File: src/rtl/cic_integrator_chain.sv
// rtl/cic_integrator_chain.sv - N-stage pipelined CIC integrator with decimation strobe; CIC_INT_SYNC_CLR_EN adds clr_i
module cic_integrator_chain #(
    parameter int IW = 11,
    parameter int N  = 3,
    parameter int R  = 8,
    parameter int M  = 1,
    parameter int OW = IW + N * $clog2(R * M)
) (
    input  logic                   clk_i,
    input  logic                   rstn_i,
`ifdef CIC_INT_SYNC_CLR_EN
    input  logic                   clr_i,
`endif
    input  logic                   en_i,
    input  logic [IW-1:0]          data_i,
    output logic                   valid_o,
    output logic [OW-1:0]          data_o,
    output logic [$clog2(R)-1:0]   phase_o
);

    localparam int PW = $clog2(R);
    localparam logic [PW-1:0] PHASE_LAST = PW'(R - 1);

    logic [OW-1:0] acc_q [N];
    logic [OW-1:0] acc_d [N];
    logic [PW-1:0] phase_q, phase_d;
    logic [OW-1:0] data_q, data_d;
    logic          valid_q, valid_d;
    logic [OW-1:0] sample_ext;

    assign sample_ext = {{(OW - IW){data_i[IW-1]}}, data_i};

    // Each stage adds the pre-edge value of the previous stage, so the chain is
    // a register pipeline rather than a combinational ripple.
    always_comb begin
        acc_d   = acc_q;
        phase_d = phase_q;
        data_d  = data_q;
        valid_d = 1'b0;
        if (en_i) begin
            acc_d[0] = acc_q[0] + sample_ext;
            for (int k = 1; k < N; k++) begin
                acc_d[k] = acc_q[k] + acc_q[k-1];
            end
            if (phase_q == PHASE_LAST) begin
                phase_d = '0;
                data_d  = acc_d[N-1];
                valid_d = 1'b1;
            end else begin
                phase_d = phase_q + PW'(1);
            end
        end
`ifdef CIC_INT_SYNC_CLR_EN
        if (clr_i) begin
            for (int k = 0; k < N; k++) begin
                acc_d[k] = '0;
            end
            phase_d = '0;
            data_d  = '0;
            valid_d = 1'b0;
        end
`endif
    end

    always_ff @(posedge clk_i or negedge rstn_i) begin
        if (!rstn_i) begin
            for (int k = 0; k < N; k++) begin
                acc_q[k] <= '0;
            end
            phase_q <= '0;
            data_q  <= '0;
            valid_q <= 1'b0;
        end else begin
            for (int k = 0; k < N; k++) begin
                acc_q[k] <= acc_d[k];
            end
            phase_q <= phase_d;
            data_q  <= data_d;
            valid_q <= valid_d;
        end
    end

    assign valid_o = valid_q;
    assign data_o  = data_q;
    assign phase_o = phase_q;

endmodule
File: config.mk
export PLATFORM = sky130hd
export DESIGN_NAME = cic_integrator_chain
export DESIGN_NICKNAME = d
export VERILOG_FILES = /design/src/rtl/cic_integrator_chain.sv
export SDC_FILE = /design/constraint.sdc
export NUM_CORES = 1
export LEC_CHECK = 0
export ABC_AREA = 1
export CORE_MARGIN = 4
export CORE_UTILIZATION = 40
export DETAILED_ROUTE_END_ITERATION = 8
export PLACE_DENSITY = 0.53
export SETUP_SLACK_MARGIN = 0.2
export SLEW_MARGIN = 30
export SYNTH_ARGS = -nofsm -noshare
export SYNTH_HDL_FRONTEND = slang
export SYNTH_SLANG_ARGS = --single-unit
File: constraint.sdc
create_clock -name clk_i -period 2.6 [get_ports clk_i]
set_input_delay 0.39 -clock clk_i [delete_from_list [all_inputs] [get_ports clk_i]]
set_output_delay 0.39 -clock clk_i [all_outputs]
set_load 0.01 [all_outputs]
==> impl_metrics.tcl, run 1 <==
set metrics [dict create \
    status "complete, no violations" \
    cts_setup_buffers 0 \
    rsz0062_at_grt "false" \
    post_cts_resized 0 \
    viasPerCell 4.71 \
    synth_area_mm2 0.00664 \
    drc 0 \
    seqPwrFrac_pct 21.8 \
    multi_input_area_mm2 0.00407 \
    wl_per_cell_um 12.9 \
    crit_path_max_fanout 10 \
    ant_nets 0 \
    grt.overflow.total 0 \
    grtUsageMet2_pct 30.8 \
    port_buffers 37 \
    post-route-min-period_ns 2.10 \
    top_usage_layer "met2" \
    crit_path_start_kind "input port" \
    synth_nets 1050 \
    synth-seq-area-share_pct 31.7 \
    hold_class "input port to async pin" \
    fin_crit_sh_pct 80.7 \
    numCtsBuffers 9 \
    cp.arrival_ns 2.34 \
    ctsHoldBuffers 0 \
    grt_max_degree 39 \
    pwr-share-clk_pct 13.1 \
    drt_iter0_drc 277 \
    clock-skew-final_ns 0.00749 \
    grt_util_met1_pct 24.9 \
    p_sw_share_pct 48.9 \
    worstSetupPathType "input port to flip-flop" \
    io_pins 38 \
    fillers 1655 \
    fmax_mhz 477 \
    synth_seq_cells 84 \
    peakVddDrop_v 0.000440 \
    mostFrequentLayoutCell "nand2_1" \
    cts_tree "yes" \
    switchingPower_uw 5640 \
    fin_setup_tns_ns 0 \
    final_design_area_no_fill_mm2 0.00762 \
    synth_area_per_cell_um2 6.81 \
    initial_core_util_pct 41.3 \
    diodes 0 \
    clockBufferDepth 2 \
    grt_pass1_wl_um 27400 \
    worst_pin_slew_ns 0.525 \
    internal_power_uw 5890 \
    seqCellArea_mm2 0.00210 \
    clk_pin_slew_ns 0.07 \
    setup_viol 0 \
    nets 1089 \
    crit_required_ns 2.84 \
    drv_cap 0 \
    hold_violations 0 \
    slew_viol_final 0 \
    insertion_delay_ns 0.35 \
    area_delta_synth_final_pct 14.8 \
    dp_hpwl_um 12800 \
    place_congestion 0.887 \
    core_mm2 0.0161 \
    drt_first_pass_iters 4 \
    rows 46 \
    comb_power_share_pct 65.1 \
    drive_gt1_share_pct 6.88 \
    grt_usage_pct 18.3 \
    cts_max_level 3 \
    met3_usage_pct 2.21 \
    antenna_found_initial 0 \
    p_leak_uw 0.00404 \
    slew_headroom_pct 65.0 \
    yosysUniqueCellTypes 30 \
    ys_warn_count 0 \
    num_vias 5808 \
    crit_path_end_kind "flip-flop" \
    clock-sinks 84 \
    cts-root-buf "clkbuf_16" \
    mostFrequentLayoutCells "396 x nand2_1, 89 x inv_1, 84 x dfrtp_1, 76 x nand3_1, 59 x ha_1" \
    wl_um 15900 \
    dieWidth_um 137 \
    syn-instance-count 974 \
    p_per_area_mw_per_mm2 1510 \
    die_h_um 137 \
    dieArea_mm2 0.0187 \
    grt_pass1_vias 5684 \
    place_area_mm2 0.00728 \
]
[synth_stat cells]
| cell | count | area [um2] |
|---|---|---|
| nand3_2 | 10 | 100 |
| nand2_4 | 1 | 11.3 |
| inv_2 | 9 | 33.8 |
| clkinv_1 | 1 | 3.75 |
| a21oi_2 | 2 | 17.5 |
| and2_1 | 9 | 56.3 |
| nand3b_1 | 21 | 158 |
| xnor2_1 | 23 | 201 |
| nand3_1 | 76 | 380 |
| or2_1 | 1 | 6.26 |
| o21ai_1 | 12 | 60.1 |
| xor2_1 | 1 | 8.76 |
| and2_4 | 1 | 8.76 |
| buf_6 | 2 | 22.5 |
| clkbuf_4 | 1 | 7.51 |
| buf_2 | 9 | 45.0 |
| inv_1 | 89 | 334 |
| ha_1 | 59 | 738 |
| o21ai_0 | 28 | 140 |
| nand4_1 | 3 | 18.8 |
| a21oi_1 | 44 | 220 |
| fa_1 | 3 | 60.1 |
| nand2_2 | 14 | 87.6 |
| clkbuf_1 | 5 | 18.8 |
| nand2_1 | 396 | 1490 |
| o21bai_1 | 6 | 45.0 |
| nor3_1 | 4 | 20.0 |
| dfrtp_1 | 84 | 2100 |
| nor2_1 | 52 | 195 |
| nor2_2 | 8 | 50.1 |
[registers in the layout (all words and copies together) (netlist names)]
signal	count
phase_o	3
valid_o	1
data_o	20
acc_q	60
[critical path: stages]
cell	delay [ns]
clkdlybuf4s50_1	0.65
ha_1	0.50
nand2_1	0.09
inv_1	0.08
nand2_1	0.10
nor3_1	0.15
nand2_1	0.12
nand2_1	0.08
nand2_1	0.05
nand3_1	0.07
nand2_1	0.05
[power by group through the flow]
stage / combinational [uW] / sequential (uW) / clock, uW
6_report: 7500 / 2520 / 1510
5_1_grt: 8680 / 2610 / 1600
4_1_cts: 7570 / 2530 / 1550
3_5_place_dp: 7540 / 2540 / 0
3_3_place_gp: 7520 / 2540 / 0
2_1_floorplan: 5780 / 2430 / 0
[metal layers]
metal	part of all wire (%)	up-vias
li1	-	3206
met1	50	2525
met2	47	64
met3	2.2	13
met4	1.1	0
met5	0	-
[final cells by class]
type                            count  share of cell area, %
Tap cell                          216                   3.55
Clock inverter                      7                   1.49
Timing Repair Buffer               45                   6.11
Inverter                           99                   4.88
Sequential cell                    84                   27.6
Clock buffer                        9                   2.96
Multi-Input combinational cell    774                   53.4
[path summary, 6_finish.rpt]
kind | from | end | slack [ns] | depth (start not counted)
hold reg to reg | data_o[10] | data_o[10] | 0.48 | 2
hold / removal | rstn_i | data_o[2] | 0.01 | 1
setup reg to reg | acc_q[20] | data_o[16] | 0.53 | 10
setup / recovery | data_i[10] | acc_q[53] | 0.50 | 11
max in group asynchronous | rstn_i | acc_q[32] | 2.00 | 2
min in group clk_i | data_o[10] | data_o[10] | 0.48 | 2
[per-stage QoR]
stage               std cells  hold slack [ns]  worst slack [ns]  util, %  power (uW)
floorplan                 974           0.0944             0.858        -        8200
global placement         1218            0.405             0.138     45.3       10100
detailed placement       1218            0.407             0.136     45.3       10100
CTS                      1234           0.0293             0.508     47.4       11600
global route             1234           0.0536             0.318     47.4       12900
finish                   1234           0.0100             0.502     47.4       11500
[cells by family (layout without fill, tap and decap cells)]
kind of cell	Yosys count	count (layout)	share of synthesized area, %
AND/OR/NAND/NOR	596	596	38.9
buffers and inverters	116	160	7.01
AO/OA/AOI/OAI	92	92	7.28
flip-flops	84	84	31.7
adder cells (fa/ha/maj)	62	62	12.0
XOR/XNOR	24	24	3.17
(Power assumes the default switching activity.)
==> inputs of run 2 (changes only) <==
==> constraint.sdc (replaced) <==
create_clock -name clk_i -period 2.2 [get_ports clk_i]
set_input_delay 0.33 -clock clk_i [delete_from_list [all_inputs] [get_ports clk_i]]
set_output_delay 0.33 -clock clk_i [all_outputs]
set_load 0.01 [all_outputs]
==> impl_metrics.tcl, run 2 (same netlist as run 1, synthesis figures left out) <==
set metrics [dict create \
    top_usage_layer "met2" \
    pwr-share-clk_pct 11.2 \
    post-route-min-period_ns 1.86 \
    crit_required_ns 2.43 \
    wl_per_cell_um 12.9 \
    num_vias 5917 \
    status "complete, no violations" \
    slew_viol_final 0 \
    crit_path_max_fanout 4 \
    met3_usage_pct 2.76 \
    cpMaxStageDelayCell "dfrtp_1" \
    path_common_cell "nand3_1" \
    drt_first_pass_iters 4 \
    ant_nets 0 \
    internal_power_uw 6890 \
    p_per_area_mw_per_mm2 1760 \
    ctsHoldBuffers 0 \
    grtUsageMet2_pct 31.7 \
    top_register "acc_q" \
    clk_pin_slew_ns 0.07 \
    area_delta_synth_final_pct 16.2 \
    grt_pass1_wl_um 27900 \
    dieArea_mm2 0.0187 \
    setup_ws_ns 0.343 \
    p_sw_share_pct 49.2 \
    grt_max_degree 51 \
    worst_pin_slew_ns 0.646 \
    max_stage_delay_ns 0.42 \
    drt_iter0_drc 269 \
    grt_util_met1_pct 24.7 \
    mostFrequentLayoutCells "393 x nand2_1, 89 x inv_1, 84 x dfrtp_1, 76 x nand3_1, 55 x ha_1" \
    clock-skew-final_ns 0.0110 \
    grt_usage_pct 18.6 \
    drive_gt1_share_pct 9.11 \
    final_util_pct 48.0 \
    mostFrequentLayoutCell "nand2_1" \
    cts_setup_buffers 0 \
    place_congestion 0.865 \
    die_h_um 137 \
    wl_um 16100 \
    switchingPower_uw 6660 \
    insertion_delay_ns 0.34 \
    worstSetupPathType "flip-flop to flip-flop" \
    grt.overflow.total 0 \
    drv_cap 0 \
    crit_path_start_kind "flip-flop" \
    drc 0 \
    hold_violations 0 \
    rsz0062_at_grt "true" \
    dieWidth_um 137 \
    fin_crit_sh_pct 84.4 \
    diodes 0 \
    cts_max_level 3 \
    setup_viol 0 \
    hold_class "input port to async pin" \
    core_mm2 0.0161 \
    p_leak_uw 0.00408 \
    comb_power_share_pct 66.7 \
    largest_reg_flops 60 \
    path_cells "ha_2 > fa_2 > buf_4 > nand3_1 > nand3_2 > nand2_2 > nand3_1 > nand3_1 > nand2_1" \
    grt_pass1_vias 5875 \
    fmax_mhz 538 \
    cts_tree "yes" \
    numCtsBuffers 9 \
    antenna_found_initial 0 \
    clock-sinks 84 \
    cp.arrival_ns 2.09 \
    io_pins 38 \
    dp_hpwl_um 13000 \
    crit_path_end_kind "flip-flop" \
    nets 1103 \
    slew_headroom_pct 56.9 \
    place_worst_setup_slack_ns -0.0114 \
    seqPwrFrac_pct 22.1 \
    clockBufferDepth 2 \
    viasPerCell 4.74 \
    cts-root-buf "clkbuf_16" \
    initial_core_util_pct 41.3 \
    rows 46 \
    peakVddDrop_v 0.000542 \
    port_buffers 37 \
]
-- run 2: timing repair --
item	4_1_cts	5_1_grt
endpoints found under the setup margin	2	22
gates cloned	0	0
gates resized for setup	1	11
hold endpoints to repair	0	0
-- run 2: worst paths after layout --
kind | startpoint | to | slack [ns] | depth (start not counted)
max in group asynchronous | rstn_i | acc_q[58] | 1.60 | 2
hold reg to reg | data_o[16] | data_o[16] | 0.48 | 2
min in group clk_i | data_o[16] | data_o[16] | 0.48 | 2
setup / recovery | acc_q[20] | data_o[18] | 0.34 | 9
hold / removal | rstn_i | phase_o[0] | 0.01 | 1
setup reg to reg | acc_q[20] | data_o[18] | 0.34 | 9
-- run 2: power by group through the flow --
stage               Combinational [uW]  Clock (uW)  Sequential [uW]
floorplan                         6830           0             2870
global placement                  9030           0             3010
detailed placement                9070           0             3020
CTS                               9100        1580             3000
global route                     10500        1650             3110
finish                            9040        1520             3000
-- run 2: layer usage --
layer	wire length, um	share of wire [%]	vias to the layer above
li1	-	-	3239
met1	7990	50	2600
met2	7450	46	61
met3	403	2.5	17
met4	223	1.4	0
met5	0	0	-
-- run 2: final cells by class --
cell class / count / area [um2]
timing repair buffer: 59 / 571
sequential: 84 / 2100
fill: 1637 / 8340
inverter: 99 / 372
clock buffer: 11 / 233
tap: 216 / 270
clock inverter: 5 / 60.1
multi-input combinational: 774 / 4110
-- run 2: worst max-delay path: cells and delay by family, from the launching register on --
kind                     cells  cell delay, ns
buffers and inverters        1            0.15
flip-flops                   1            0.42
AND/OR/NAND/NOR              6            0.62
adder cells (fa/ha/maj)      2            0.56
-- run 2: per-stage QoR --
stage | total power [uW] | hold WS, ns | TNS [ns] | area (um2) | std cells
floorplan | 9690 | 0.0344 | 0 | 6640 | 974
global placement | 12000 | 0.404 | -0.000311 | 7380 | 1232
detailed placement | 12100 | 0.409 | -0.0285 | 7380 | 1232
CTS | 13700 | 0.0285 | 0 | 7680 | 1248
global route | 15300 | 0.0520 | 0 | 7710 | 1248
finish | 13600 | 0.0127 | 0 | 7710 | 1248
==> inputs of run 3 (changes only) <==
==> constraint.sdc (replaced) <==
create_clock -name clk_i -period 1.8 [get_ports clk_i]
set_input_delay 0.27 -clock clk_i [delete_from_list [all_inputs] [get_ports clk_i]]
set_output_delay 0.27 -clock clk_i [all_outputs]
set_load 0.01 [all_outputs]
==> impl_metrics.tcl, run 3 (same netlist as run 1, synthesis figures left out) <==
set metrics [dict create \
    dieArea_mm2 0.0187 \
    multi_input_area_mm2 0.00582 \
    max_stage_delay_ns 0.45 \
    crit_path_end_kind "flip-flop" \
    fin_crit_sh_pct 99.9 \
    mostFrequentLayoutCell "nand2_1" \
    wl_um 19000 \
    crit_start "acc_q[20]" \
    cp.arrival_ns 2.04 \
    drv_cap 0 \
    wl_per_cell_um 14.3 \
    clockBufferDepth 2 \
    fin_setup_tns_ns 0 \
    grt_pass1_wl_um 30500 \
    setup_ws_ns 0.00123 \
    area_delta_synth_final_pct 53.6 \
    initial_core_util_pct 41.3 \
    die_h_um 137 \
    post-route-min-period_ns 1.80 \
    rsz0062_at_grt "true" \
    diodes 0 \
    rows 46 \
    numCtsBuffers 9 \
    drive_gt1_share_pct 41.0 \
    grt.overflow.total 0 \
    final_util_pct 63.5 \
    crit_path_start_kind "flip-flop" \
    crit_path_max_fanout 4 \
    seqCellArea_mm2 0.00214 \
    cpMaxStageDelayCell "dfrtp_2" \
    grt_pass1_vias 6340 \
    drt_first_pass_iters 5 \
    holdWs_ns 0.365 \
    grt_max_degree 38 \
    place_congestion 0.878 \
    nets 1184 \
    drc 0 \
    clk_pin_slew_ns 0.07 \
    port_buffers 37 \
    clock-skew-final_ns 0.00795 \
    dieWidth_um 137 \
    grt_usage_pct 20.5 \
    setup_viol 0 \
    io_pins 38 \
    top_register "acc_q" \
    crit_required_ns 2.05 \
    status "complete, no violations" \
    ant_nets 0 \
    viasPerCell 4.94 \
    fmax_mhz 556 \
    slew_headroom_pct 70.3 \
    worst_r2r_path_depth 10 \
    path_cells "ha_4 > fa_2 > nand3_2 > nand3_2 > nand2_2 > nand2_4 > nand2_2 > nand3b_1 > nand3_1 > nand2_1" \
    core_mm2 0.0161 \
    largest_reg_flops 60 \
    worstSetupPathType "flip-flop to flip-flop" \
    cts_max_level 3 \
    antenna_found_initial 0 \
    clock-sinks 84 \
    place_worst_setup_slack_ns -0.316 \
    num_vias 6563 \
    cts_tree "yes" \
    dp_hpwl_um 13300 \
    fillers 1355 \
    worst_pin_slew_ns 0.445 \
    drt_iter0_drc 270 \
    hold_violations 0 \
    cts-root-buf "clkbuf_16" \
    insertion_delay_ns 0.36 \
    slew_viol_final 0 \
    hold_class "input port to async pin" \
    mostFrequentLayoutCells "291 x nand2_1, 87 x buf_4, 83 x nand2_2, 74 x inv_1" \
    reg2reg_from "acc_q[20]" \
]
==> run 3: cell count changes in the layout (fill, tap and decap cells not counted), sizes merged, moves of 3 or more <==
cell / delta
buf: +79
clkinv: -3
dlygate4sd2: +3
clkinvlp: +3
clkdlybuf4s50: -4
==> run 3: path summary, 6_finish.rpt <==
kind | end | slack, ns
worst max-delay path | acc_q[12] | 0.001
worst min-delay path | acc_q[23] | 0.37
worst max register to register | acc_q[12] | 0.001
worst min register to register | data_o[19] | 0.47
max in group asynchronous | acc_q[52] | 0.94
min in group clk_i | data_o[19] | 0.47
==> run 3: what timing repair did <==
item,CTS,global route
hold endpoints to repair,23,0
cloned,1,0
hold buffers,1,0
buffers inserted,29,12
endpoints found under the setup margin,65,64
pin swaps,74,68
gates resized for setup,228,161
==> run 3: metal layers <==
layer	vias up	wire length [um]	GRT usage [%]
li1	3393	-	-
met1	3041	8740	26.4
met2	109	9510	36.1
met3	20	486	1.91
met4	0	305	6.71
met5	-	0	0
==> run 3: critical path, delay by kind of cell, from the launching register on <==
kind	cells	cell delay, ns
DFF	1	0.45
and+or+nand+nor	8	0.68
adders and majority gates	2	0.56
==> run 3: layout make-up <==
class | count | share of cell area, %
clock buffer | 10 | 2.25
clock inverter | 6 | 0.687
inverter | 99 | 3.83
multi-input combinational | 774 | 57.1
sequential | 84 | 21.0
tap | 216 | 2.65
timing repair buffer | 140 | 12.6
==> run 3: per-stage QoR <==
stage	cells	cell area (um2)
after floorplan	974	6700
after global placement	1270	7740
after detailed placement	1270	7740
after CTS	1317	9450
after global routing	1329	10200
final	1329	10200
Power of run 3 is left out: the tool's default activity adds up to more than one toggle a clock period on the data nets, which glitch-free logic cannot reach.
